--- src/rtl/uart_arb_pkg.sv ---
// Shared types, constants and round-robin helper for the UART transmit arbiter.
package uart_arb_pkg;

  typedef enum logic [1:0] {
    IDLE    = 2'd0,
    HEADER  = 2'd1,
    PAYLOAD = 2'd2
  } arb_state_t;

  localparam logic [3:0]  HDR_TAG = 4'hA;
  localparam int unsigned ID_W    = 3;
  localparam int unsigned MAX_REQ = 8;

  // First set bit of valid searching upward from ptr+1, wrapping modulo n.
  function automatic logic [ID_W-1:0] rr_pick(input logic [MAX_REQ-1:0] valid,
                                              input logic [ID_W-1:0]    ptr,
                                              input int unsigned        n);
    logic [ID_W-1:0] pick;
    logic            found;
    int unsigned     idx;
    pick  = ptr;
    found = 1'b0;
    for (int unsigned i = 1; i <= MAX_REQ; i++) begin
      idx = (32'(ptr) + i) % n;
      if (!found && (i <= n) && valid[idx[ID_W-1:0]]) begin
        pick  = idx[ID_W-1:0];
        found = 1'b1;
      end
    end
    return pick;
  endfunction

endpackage

--- src/rtl/uart_tx_arbiter_rr.sv ---
// Combinational round-robin grant index from the live request vector.
module rr_arbiter
  import uart_arb_pkg::*;
#(
  parameter int unsigned N = 4
) (
  input  logic [N-1:0]    req_valid_i,
  input  logic [ID_W-1:0] rr_ptr_i,
  output logic [ID_W-1:0] grant_idx_c,
  output logic            any_valid_c
);

  always_comb begin
    grant_idx_c = rr_pick(MAX_REQ'(req_valid_i), rr_ptr_i, N);
    any_valid_c = |req_valid_i;
  end

endmodule

--- src/rtl/uart_tx_arbiter.sv ---
// Packet-atomic round-robin arbiter feeding one buffered UART transmitter,
// with optional per-packet channel header and MAX_LEN grant truncation.
module uart_tx_arbiter
  import uart_arb_pkg::*;
#(
  parameter int unsigned NUM_REQ   = 4,
  parameter bit          HEADER_EN = 1'b1,
  parameter int unsigned MAX_LEN   = 64
) (
  input  logic                 clk,
  input  logic                 rst_n,
  input  logic [NUM_REQ*8-1:0] req_data,
  input  logic [NUM_REQ-1:0]   req_valid,
  input  logic [NUM_REQ-1:0]   req_last,
  output logic [NUM_REQ-1:0]   req_ready,
  output logic [7:0]           tx_data,
  output logic                 tx_en,
  input  logic                 tx_full,
  output logic                 busy,
  output logic [ID_W-1:0]      grant_id,
  output logic                 pkt_trunc
);

  localparam int unsigned     LEN_W    = $clog2(MAX_LEN + 1);
  localparam logic [LEN_W-1:0] LEN_LAST = LEN_W'(MAX_LEN - 1);

  arb_state_t       state_q, state_d;
  logic [ID_W-1:0]  rr_ptr_q, rr_ptr_d;
  logic [ID_W-1:0]  grant_id_q, grant_id_d;
  logic [LEN_W-1:0] len_cnt_q, len_cnt_d;

  logic [ID_W-1:0]  pick_c;
  logic             any_valid_c;
  logic [7:0]       sel_data;
  logic             sel_valid;
  logic             sel_last;

  rr_arbiter #(.N(NUM_REQ)) u_rr (
    .req_valid_i (req_valid),
    .rr_ptr_i    (rr_ptr_q),
    .grant_idx_c (pick_c),
    .any_valid_c (any_valid_c)
  );

  // Grantee's byte lane, valid and last.
  always_comb begin
    sel_data  = '0;
    sel_valid = 1'b0;
    sel_last  = 1'b0;
    for (int unsigned i = 0; i < NUM_REQ; i++) begin
      if (grant_id_q == ID_W'(i)) begin
        sel_data  = req_data[8*i +: 8];
        sel_valid = req_valid[i];
        sel_last  = req_last[i];
      end
    end
  end

  always_comb begin
    state_d    = state_q;
    rr_ptr_d   = rr_ptr_q;
    grant_id_d = grant_id_q;
    len_cnt_d  = len_cnt_q;
    tx_data    = '0;
    tx_en      = 1'b0;
    req_ready  = '0;
    pkt_trunc  = 1'b0;

    unique case (state_q)
      IDLE: begin
        if (any_valid_c) begin
          grant_id_d = pick_c;
          rr_ptr_d   = pick_c;
          len_cnt_d  = '0;
          state_d    = HEADER_EN ? HEADER : PAYLOAD;
        end
      end

      HEADER: begin
        tx_data = {HDR_TAG, 1'b0, grant_id_q};
        tx_en   = !tx_full;
        if (!tx_full) state_d = PAYLOAD;
      end

      PAYLOAD: begin
        tx_data   = sel_data;
        req_ready = NUM_REQ'(!tx_full) << grant_id_q;
        tx_en     = sel_valid && !tx_full;
        if (tx_en) begin
          len_cnt_d = len_cnt_q + LEN_W'(1);
          if (sel_last) begin
            state_d = IDLE;
          end else if (len_cnt_q == LEN_LAST) begin
            // Forced release; the remainder re-arbitrates as a new packet.
            state_d   = IDLE;
            pkt_trunc = 1'b1;
          end
        end
      end

      default: state_d = IDLE;
    endcase

    // No buffer writes or handshakes while reset is being applied.
    if (!rst_n) begin
      tx_en     = 1'b0;
      req_ready = '0;
      pkt_trunc = 1'b0;
    end
  end

  always_ff @(posedge clk) begin
    if (!rst_n) begin
      state_q    <= IDLE;
      rr_ptr_q   <= ID_W'(NUM_REQ - 1);
      grant_id_q <= '0;
      len_cnt_q  <= '0;
    end else begin
      state_q    <= state_d;
      rr_ptr_q   <= rr_ptr_d;
      grant_id_q <= grant_id_d;
      len_cnt_q  <= len_cnt_d;
    end
  end

  assign busy     = (state_q != IDLE);
  assign grant_id = grant_id_q;

endmodule

--- config.mk ---
export PLATFORM = sky130hd
export DESIGN_NAME = uart_tx_arbiter
export DESIGN_NICKNAME = d
export VERILOG_FILES = /design/src/rtl/uart_arb_pkg.sv /design/src/rtl/uart_tx_arbiter_rr.sv /design/src/rtl/uart_tx_arbiter.sv
export SDC_FILE = /design/constraint.sdc
export NUM_CORES = 1
export LEC_CHECK = 0
export BUFFER_PORTS_ARGS = -buffer_cell sky130_fd_sc_hd__buf_2
export CAP_MARGIN = 20
export CORE_MARGIN = 2
export CORE_UTILIZATION = 50
export DETAILED_ROUTE_END_ITERATION = 10
export PLACE_DENSITY_LB_ADDON = 0.12
export SYNTH_ARGS = -nofsm -noshare
export SYNTH_HDL_FRONTEND = slang
export SYNTH_SLANG_ARGS = --single-unit
--- constraint.sdc ---
create_clock -name clk -period 2.4 [get_ports clk]
set_input_delay 0.24 -clock clk [delete_from_list [all_inputs] [get_ports clk]]
set_output_delay 0.24 -clock clk [all_outputs]
set_load 0.005 [all_outputs]
==> results.py, run 1 <==
metrics = {
    "run": {
        "cap_violations": 0,
    },
    "yosys": {
        "synth.area.top_cells": "dfxtp_1 (20%), mux4_2 (14%), ha_1 (4.9%), nor2_1 (4.1%), nand2_1 (3.8%)",
        "yosys.area.top_type": "dfxtp_1",
        "synth_edf_count": 0,
        "ys_warn_count": 0,
        "synth.top_cell.area_share": 0.204,
        "synthFlopType": "dfxtp_1",
        "synth_area_per_cell_um2": 8.62,
        "synthesis.instances": 148,
        "synth_area_um2": 1280,
        "ys_seq_elements": 13,
        "synth-async-reset-ratio": 0,
        "synth_fp_nets": 196,
        "ys_types": 50,
        "ys_seq_area_frac": 0.204,
    },
    "timing": {
        "skew_ps": 5.19,
        "min_period_over_period": 0.929,
        "setup_viol": 0,
        "tightest_slew_ps": 542,
        "slew_viol_final": 0,
        "fin_crit_ps": 2230,
        "hold_viol_final": 0,
        "fin_setup_tns_ps": 0,
        "rsz0062_at_grt": "false",
        "max_freq_ghz": 0.449,
        "max_slew_margin": 0.638,
    },
    "power": {
        "comb_power_share": 0.645,
        "netSwitchingPower_uw": 572,
        "pwr-share-clk": 0.099,
        "internal_power_uw": 745,
        "p_sw_frac": 0.435,
        "vdd_drop_max_uv": 558,
        "p_seq_frac": 0.256,
        "totalPowerFinal_uw": 1320,
        "powerDensity_nw_per_um2": 812,
        "leakage_uw": 0.000739,
    },
    "placement": {
        "dp_hpwl_um": 2650,
        "port_buffers": 59,
        "routabilityCongestion": 0.809,
    },
    "clock_network": {
        "cts_root_buf": "clkbuf_4",
        "cts.path.max_buffers": 2,
        "cts_buffers": 3,
        "clock-sinks": 13,
        "clkTransAtPathRegs_ps": 70,
        "cts_resized": 0,
        "hold_buffers": 0,
        "cts_tree": "yes",
        "cts_max_level": 1,
        "postCtsSetupBuffers": 0,
        "clkLatencyLatePin_ps": 270,
    },
    "setup_path": {
        "endpoint_kind": "output pin",
        "worstRegToRegCells": 6,
        "cp-start-kind": "flip-flop",
        "reg2reg_slack_ps": 550,
        "r2r-end": "rr_ptr_q[0]",
        "critPathMaxFanout": 6,
        "path_class": "flip-flop to output pin",
        "worstPathArrival_ps": 1990,
        "required_ps": 2160,
        "reg2reg_from": "state_q[1]",
    },
    "floorplan": {
        "die_area_um2": 2970,
        "start_util": 0.520,
        "die_w_um": 54.5,
        "design.core.area_um2": 2450,
        "num_rows": 18,
        "die_h_um": 54.5,
        "io_pins": 61,
    },
    "layout": {
        "n_antenna_cell": 0,
        "nets": 256,
        "layout_common_cells": "buf_2 (59), nor2_1 (14), nand2_1 (13), dfxtp_1 (13), o21ai_0 (9)",
        "multi_input_area_um2": 946,
        "final_common_cell": "buf_2",
        "fillers": 213,
        "area_delta_synth_final_pct": 27.1,
        "seq_area_um2": 260,
        "drive_gt1_frac": 0.401,
    },
    "route": {
        "routedWlPerCell_um": 13.7,
        "routed.top_layer": "met4",
        "met1Wirelength_um": 1430,
        "firstDrtPassIters": 4,
        "wl_met3_um": 172,
        "met2_length_um": 1620,
        "vias": 1298,
        "drt_iter0_drc": 22,
        "drt-total-wl_um": 3250,
        "vias_per_cell": 5.48,
        "ant_nets": 0,
        "drc": 0,
    },
    "min_path": {
        "hold_depth": 2,
        "worstHoldPathType": "input port to flip-flop",
        "worst_hold_startpoint": "rst_n",
        "whs_endpoint": "rr_ptr_q[0]",
    },
    "global_routing": {
        "grt_first_pass_wirelength_um": 4900,
        "first_global_vias": 1176,
        "grt_start_max_net_pins": 16,
        "grt_use_total": 0.225,
        "gr-total-overflow": 0,
        "antenna_found_initial": 0,
    },
    "outcome": {
        "status": "finished, final reports clean",
    },
}
[cell families (layout without fill, tap and decap cells)]
group,Yosys count,in the layout,share of synthesized area
DFF,13,13,0.204
buffers and inverters,15,74,0.0549
and+or+nand+nor,63,63,0.268
AOI/OAI and AO/OA,33,33,0.189
muxes,13,13,0.198
adders and majority gates,5,5,0.0490
xor gates and xnor gates,5,5,0.0343
other,1,1,0.00294
[registers in the layout (all words and copies together) (netlist names)]
register and flops:
state_q 2, rr_ptr_q 2, len_cnt_q 7, grant_id 2
[cells in the mapped netlist, types with 3 or more instances]
| cell type | instances |
|---|---|
| a21oi_1 | 6 |
| and3_1 | 6 |
| clkbuf_1 | 4 |
| dfxtp_1 | 13 |
| ha_1 | 5 |
| inv_1 | 7 |
| mux4_2 | 8 |
| nand2_1 | 13 |
| nand3_1 | 5 |
| nor2_1 | 14 |
| nor2b_1 | 5 |
| nor3_1 | 3 |
| o21ai_0 | 9 |
| xnor2_1 | 5 |
[through the flow]
stage                     utilization  worst slack, ps  instances  area [µm²]  hold WS, ps
after detailed placement        0.650              503        233        1600          493
after global placement          0.650              539        233        1600          476
after CTS                       0.661              185        237        1620          259
after global routing            0.661             44.5        237        1620          284
final                           0.661              170        237        1620          270
after floorplan                     -              651        148        1280          384
[worst max-delay path, cell delays in order (launching register included)]
cell	delay, ps
dfxtp_1	440
mux2_4	350
a221oi_4	410
nor2_1	180
a21oi_1	170
nor2_1	50
buf_2	120
[area by class of cell]
cell class                 instances  share of cell area
timing repair buffer              63               0.201
sequential                        13               0.160
tap                               30              0.0231
clock buffer                       4              0.0162
multi-input combinational        120               0.583
inverter                           7              0.0162
[per-layer routing]
layer	track usage	vias to the layer above
met5	0	-
met4	0.0583	0
met3	0.0519	4
met2	0.408	43
met1	0.263	594
li1	-	657
[power by group through the flow]
stage	registers (µW)	logic (µW)	clock network (µW)
2_1_floorplan	297	670	0
3_3_place_gp	331	830	0
3_5_place_dp	339	845	0
4_1_cts	335	850	137
5_1_grt	342	934	147
6_report	337	849	131
[worst max-delay path by stage]
stage                       from     to  cells after the start
floorplan            grant_id[1]  tx_en                      6
global placement    req_valid[0]  tx_en                      7
detailed placement   grant_id[1]  tx_en                      6
CTS                  grant_id[1]  tx_en                      6
global route         grant_id[1]  tx_en                      6
finish               grant_id[1]  tx_en                      6
Note: power is estimated with default switching activity, not from simulation.
==> run 2: changes to the inputs <==
--- a/config.mk
+++ b/config.mk
@@ -11,6 +11,8 @@
 export CORE_UTILIZATION = 50
 export DETAILED_ROUTE_END_ITERATION = 10
 export PLACE_DENSITY_LB_ADDON = 0.12
+export RECOVER_POWER = 100
+export SLEW_MARGIN = 20
 export SYNTH_ARGS = -nofsm -noshare
 export SYNTH_HDL_FRONTEND = slang
 export SYNTH_SLANG_ARGS = --single-unit
==> run 2 against run 1 <==
Compared with the run above: global-route usage did not move; register-to-register slack worse by 90 ps; highest routed layer unchanged; clock power about the same.
==> results.py, run 2 (synthesis results as in run 1) <==
metrics = {
    "setup_path": {
        "path_class": "flip-flop to output pin",
        "slowest_stage": "mux4_2",
        "required_ps": 2160,
        "endpoint_kind": "output pin",
        "critPathMaxStageDelay_ps": 560,
        "cp-start-kind": "flip-flop",
        "worstPathArrival_ps": 2000,
        "timing.critical_path.mode_cell": "clkbuf_1",
        "critPathMaxFanout": 6,
        "crit_chain": "clkbuf_1, mux4_2, a22oi_1, nor2b_1, clkbuf_1",
    },
    "timing": {
        "tightest_slew_ps": 694,
        "max_slew_margin": 0.525,
        "skew_ps": 3.56,
        "rsz0062_at_grt": "false",
        "fin_crit_ps": 2240,
        "min_period_over_period": 0.934,
        "slew_viol_final": 0,
        "hold_viol_final": 0,
        "setup_viol": 0,
        "fin_setup_tns_ps": 0,
        "max_freq_ghz": 0.446,
    },
    "clock_network": {
        "cts.path.max_buffers": 2,
        "cts_root_buf": "clkbuf_4",
        "postCtsSetupBuffers": 0,
        "hold_buffers": 0,
        "cts_max_level": 1,
        "cts_buffers": 3,
        "clkTransAtPathRegs_ps": 70,
        "clock-sinks": 13,
        "cts_tree": "yes",
        "clkLatencyLatePin_ps": 270,
        "cts_resized": 0,
    },
    "floorplan": {
        "io_pins": 61,
        "design.core.area_um2": 2450,
        "die_w_um": 54.5,
        "die_h_um": 54.5,
        "die_area_um2": 2970,
        "start_util": 0.520,
        "num_rows": 18,
    },
    "layout": {
        "largest_register_ffs": 7,
        "top_register": "len_cnt_q",
        "area_delta_synth_final_pct": 25.0,
        "drive_gt1_frac": 0.338,
        "final_common_cell": "buf_2",
        "layout_common_cells": "buf_2 (49), nor2_1 (14), nand2_1 (13), clkbuf_1 (13), dfxtp_1 (13)",
        "nets": 256,
        "n_antenna_cell": 0,
    },
    "outcome": {
        "status": "finished, final reports clean",
    },
    "route": {
        "routedWlPerCell_um": 13.6,
        "ant_nets": 0,
        "drt_iter0_drc": 20,
        "vias": 1324,
        "firstDrtPassIters": 4,
        "drc": 0,
        "drt-total-wl_um": 3230,
        "vias_per_cell": 5.59,
    },
    "power": {
        "powerDensity_nw_per_um2": 807,
        "totalPowerFinal_uw": 1290,
        "vdd_drop_max_uv": 553,
        "leakage_uw": 0.000685,
    },
    "global_routing": {
        "grt_first_pass_wirelength_um": 4900,
        "grt_start_max_net_pins": 16,
        "grt_use_total": 0.225,
        "first_global_vias": 1176,
        "gr-total-overflow": 0,
        "antenna_found_initial": 0,
    },
    "min_path": {
        "worstHoldPathType": "input port to flip-flop",
    },
    "run": {
        "cap_violations": 0,
    },
    "placement": {
        "port_buffers": 59,
        "routabilityCongestion": 0.809,
        "dp_hpwl_um": 2650,
    },
}
[run 2: cell count changes in the layout (fill, tap and decap cells not counted)]
cell       before  now
and2_1          1    0
nor3_1          3    4
buf_4           4    2
and2_0          0    1
buf_2          59   49
clkbuf_1        1   13
a2111oi_1       1    0
nor3_2          1    0
a2111oi_0       0    1
[run 2: final cells by class]
type                    instances  area (µm²)
repair buffers                 63         305
multi-input cells             120         940
fillers                       226         860
flip-flops and latches         13         260
inverters                       7        26.3
clock buffers                   4        26.3
well taps                      30        37.5
[run 2: stage by stage]
stage	setup WS (ps)	instance area, µm²	std cells	util	hold WS (ps)
detailed placement	503	1600	233	0.650	493
global placement	539	1600	233	0.650	476
global route	35.6	1600	237	0.650	284
finish	159	1600	237	0.650	272
floorplan	651	1280	148	-	384
CTS	185	1620	237	0.661	259
[run 2: worst paths after layout]
kind                start           end  slack, ps  cells past startpoint
max           grant_id[0]    tx_data[1]        160                      5
min                 rst_n   rr_ptr_q[0]        270                      2
max reg2reg    state_q[1]   rr_ptr_q[0]        460                      6
min reg2reg  len_cnt_q[0]  len_cnt_q[0]        500                      2
[run 2: worst max-delay path: cells and delay by family (launching register included)]
kind                   cells  cell delay, ps
and+or+nand+nor            1              70
AOI/OAI and AO/OA          1             180
buffers and inverters      2             480
DFF                        1             460
muxes                      1             560
[run 2: per-layer routing]
| metal | track usage | part of all wire | wire length (µm) |
|---|---|---|---|
| met1 | 0.263 | 0.43 | 1390 |
| met4 | 0.0583 | 0.0062 | 20 |
| met2 | 0.408 | 0.50 | 1630 |
| met3 | 0.0519 | 0.061 | 198 |
| met5 | 0 | 0 | 0 |
[run 2: power by group]
group,switching [µW],internal (µW)
Combinational,427,397
Clock,65.2,64.3
Sequential,73.3,261
Total,565,723
==> run 3: changes to the inputs <==
--- a/config.mk
+++ b/config.mk
@@ -5,6 +5,7 @@
 export SDC_FILE = /design/constraint.sdc
 export NUM_CORES = 1
 export LEC_CHECK = 0
+export ABC_AREA = 1
 export BUFFER_PORTS_ARGS = -buffer_cell sky130_fd_sc_hd__buf_2
 export CAP_MARGIN = 20
 export CORE_MARGIN = 2
==> run 3 against run 2 <==
Compared with the run above: maximum frequency grew 3.0%; via count is 29% higher; utilization down 2.4 points; sequential power is essentially flat; cell area increased by 6.4%; non-clock buffer count is 2 lower; critical path depth increased by 2; clock skew is essentially flat; final cell count up 40%; synthesized area up 9.9%; critical endpoint is now tx_data[0]; largest cell class unchanged; highest routed layer unchanged.
==> results.py, run 3 <==
metrics = {
    "outcome": {
        "status": "finished, final reports clean",
    },
    "power": {
        "vdd_drop_max_uv": 598,
        "powerDensity_nw_per_um2": 839,
        "totalPowerFinal_uw": 1420,
        "leakage_uw": 0.000861,
    },
    "yosys": {
        "synth.top_cell.area_share": 0.214,
        "ys_types": 28,
        "ys_seq_area_frac": 0.186,
        "yosysMostFrequentCell": "nand2_1",
        "synthesis.instances": 245,
        "synthFlopType": "dfxtp_1",
        "synth_area_um2": 1400,
        "yosys.area.top_type": "nand2_1",
        "synth-async-reset-ratio": 0,
        "synth_fp_nets": 293,
        "synth_edf_count": 0,
        "synth.area.top_cells": "nand2_1 (21%), dfxtp_1 (19%), a21oi_1 (8.9%), nand3_1 (8.6%), o21ai_0 (7.1%)",
        "synth_common_cells": "nand2_1 (80), a21oi_1 (25), nand3_1 (24)",
        "synth_area_per_cell_um2": 5.72,
        "ys_seq_elements": 13,
        "ys_warn_count": 0,
    },
    "setup_path": {
        "endpoint_kind": "output pin",
        "worstPathArrival_ps": 1940,
        "crit_start": "state_q[0]",
        "path_class": "flip-flop to output pin",
        "worstRegToRegCells": 7,
        "reg2reg_from": "state_q[0]",
        "cp-start-kind": "flip-flop",
        "critPathMaxFanout": 10,
        "required_ps": 2160,
    },
    "route": {
        "drc": 0,
        "drt-total-wl_um": 3770,
        "vias_per_cell": 5.14,
        "firstDrtPassIters": 4,
        "routedWlPerCell_um": 11.4,
        "vias": 1705,
        "drt_iter0_drc": 85,
        "ant_nets": 0,
    },
    "layout": {
        "layout_common_cells": "nand2_1 (80), buf_2 (44), a21oi_1 (26), nand3_1 (24)",
        "final_common_cell": "nand2_1",
        "drive_gt1_frac": 0.203,
        "largest_register_ffs": 7,
        "stdcell_area_um2": 1700,
        "fillers": 294,
        "nets": 350,
        "area_delta_synth_final_pct": 21.0,
        "top_register": "len_cnt_q",
        "n_antenna_cell": 0,
    },
    "clock_network": {
        "cts_resized": 0,
        "postCtsSetupBuffers": 0,
        "cts_max_level": 1,
        "cts.path.max_buffers": 2,
        "cts_tree": "yes",
        "cts_buffers": 3,
        "hold_buffers": 0,
        "clkLatencyLatePin_ps": 270,
        "clock-sinks": 13,
        "cts_root_buf": "clkbuf_4",
        "clkTransAtPathRegs_ps": 80,
    },
    "timing": {
        "max_freq_ghz": 0.459,
        "slew_viol_final": 0,
        "fin_setup_tns_ps": 0,
        "fin_crit_ps": 2180,
        "skew_ps": 3.60,
        "min_period_over_period": 0.907,
        "whs_ps": 304,
        "hold_viol_final": 0,
        "rsz0062_at_grt": "false",
        "setup_viol": 0,
        "setup_ws_ps": 223,
    },
    "floorplan": {
        "die_h_um": 57.0,
        "die_area_um2": 3250,
        "start_util": 0.518,
        "design.core.area_um2": 2710,
        "num_rows": 19,
        "io_pins": 61,
        "die_w_um": 57.0,
    },
    "placement": {
        "routabilityCongestion": 0.909,
        "port_buffers": 59,
        "place_area_um2": 1680,
        "dp_slack_ps": 512,
        "dp_hpwl_um": 2990,
    },
    "global_routing": {
        "gr-total-overflow": 0,
        "first_global_vias": 1556,
        "grt_start_max_net_pins": 14,
        "grt_use_total": 0.241,
        "antenna_found_initial": 0,
        "grt_first_pass_wirelength_um": 6450,
    },
    "min_path": {
        "worstHoldPathType": "input port to flip-flop",
        "worst_hold_startpoint": "rst_n",
        "hold_depth": 3,
    },
    "run": {
        "cap_violations": 0,
    },
}
[run 3: final timing paths]
kind                            slack (ps)           end
worst max-delay path                   220    tx_data[0]
worst min-delay path                   300    state_q[1]
worst max register to register         600  len_cnt_q[5]
worst min register to register         500  len_cnt_q[6]
[run 3: power breakdown]
group	switching [µW]	total (µW)	internal (µW)
Clock	71.5	136	64.4
Combinational	614	951	338
Sequential	73.4	336	263
[run 3: area by class of cell]
cell class	instances	area (µm²)	area share
Clock buffer	4	26.3	0.0155
Timing Repair Buffer	61	299	0.176
Tap cell	31	38.8	0.0229
Multi-Input combinational cell	198	970	0.572
Sequential cell	13	260	0.153
Inverter	25	103	0.0605
[run 3: layer usage]
metal | vias to the layer above | global-route usage | part of all wire
met1 | 744 | 0.307 | 0.47
met4 | 0 | 0.0532 | 0.0045
li1 | 917 | - | -
met3 | 2 | 0.0385 | 0.047
met5 | - | 0 | 0
met2 | 42 | 0.427 | 0.48
[run 3: worst max-delay path, cell delays in order (launching register included)]
cell	delay [ps]
dfxtp_1	330
inv_1	110
ha_1	420
clkinvlp_4	300
a21oi_1	160
o21ai_0	90
a21oi_1	130
buf_1	120
[run 3: per-stage QoR]
step / util / instances
after CTS: 0.630 / 332
after detailed placement: 0.620 / 328
after global placement: 0.620 / 328
final: 0.626 / 332
after floorplan: - / 245
after global routing: 0.626 / 332
[run 3: cell families (layout without fill, tap and decap cells)]
logic type	after synthesis	after routing	synth area share
buf+inv	34	90	0.120
compound gates	52	52	0.202
other cells	1	1	0.00267
simple gates	135	135	0.414
xor+xnor	5	5	0.0312
flops	13	13	0.186
fa+ha+maj	5	5	0.0446
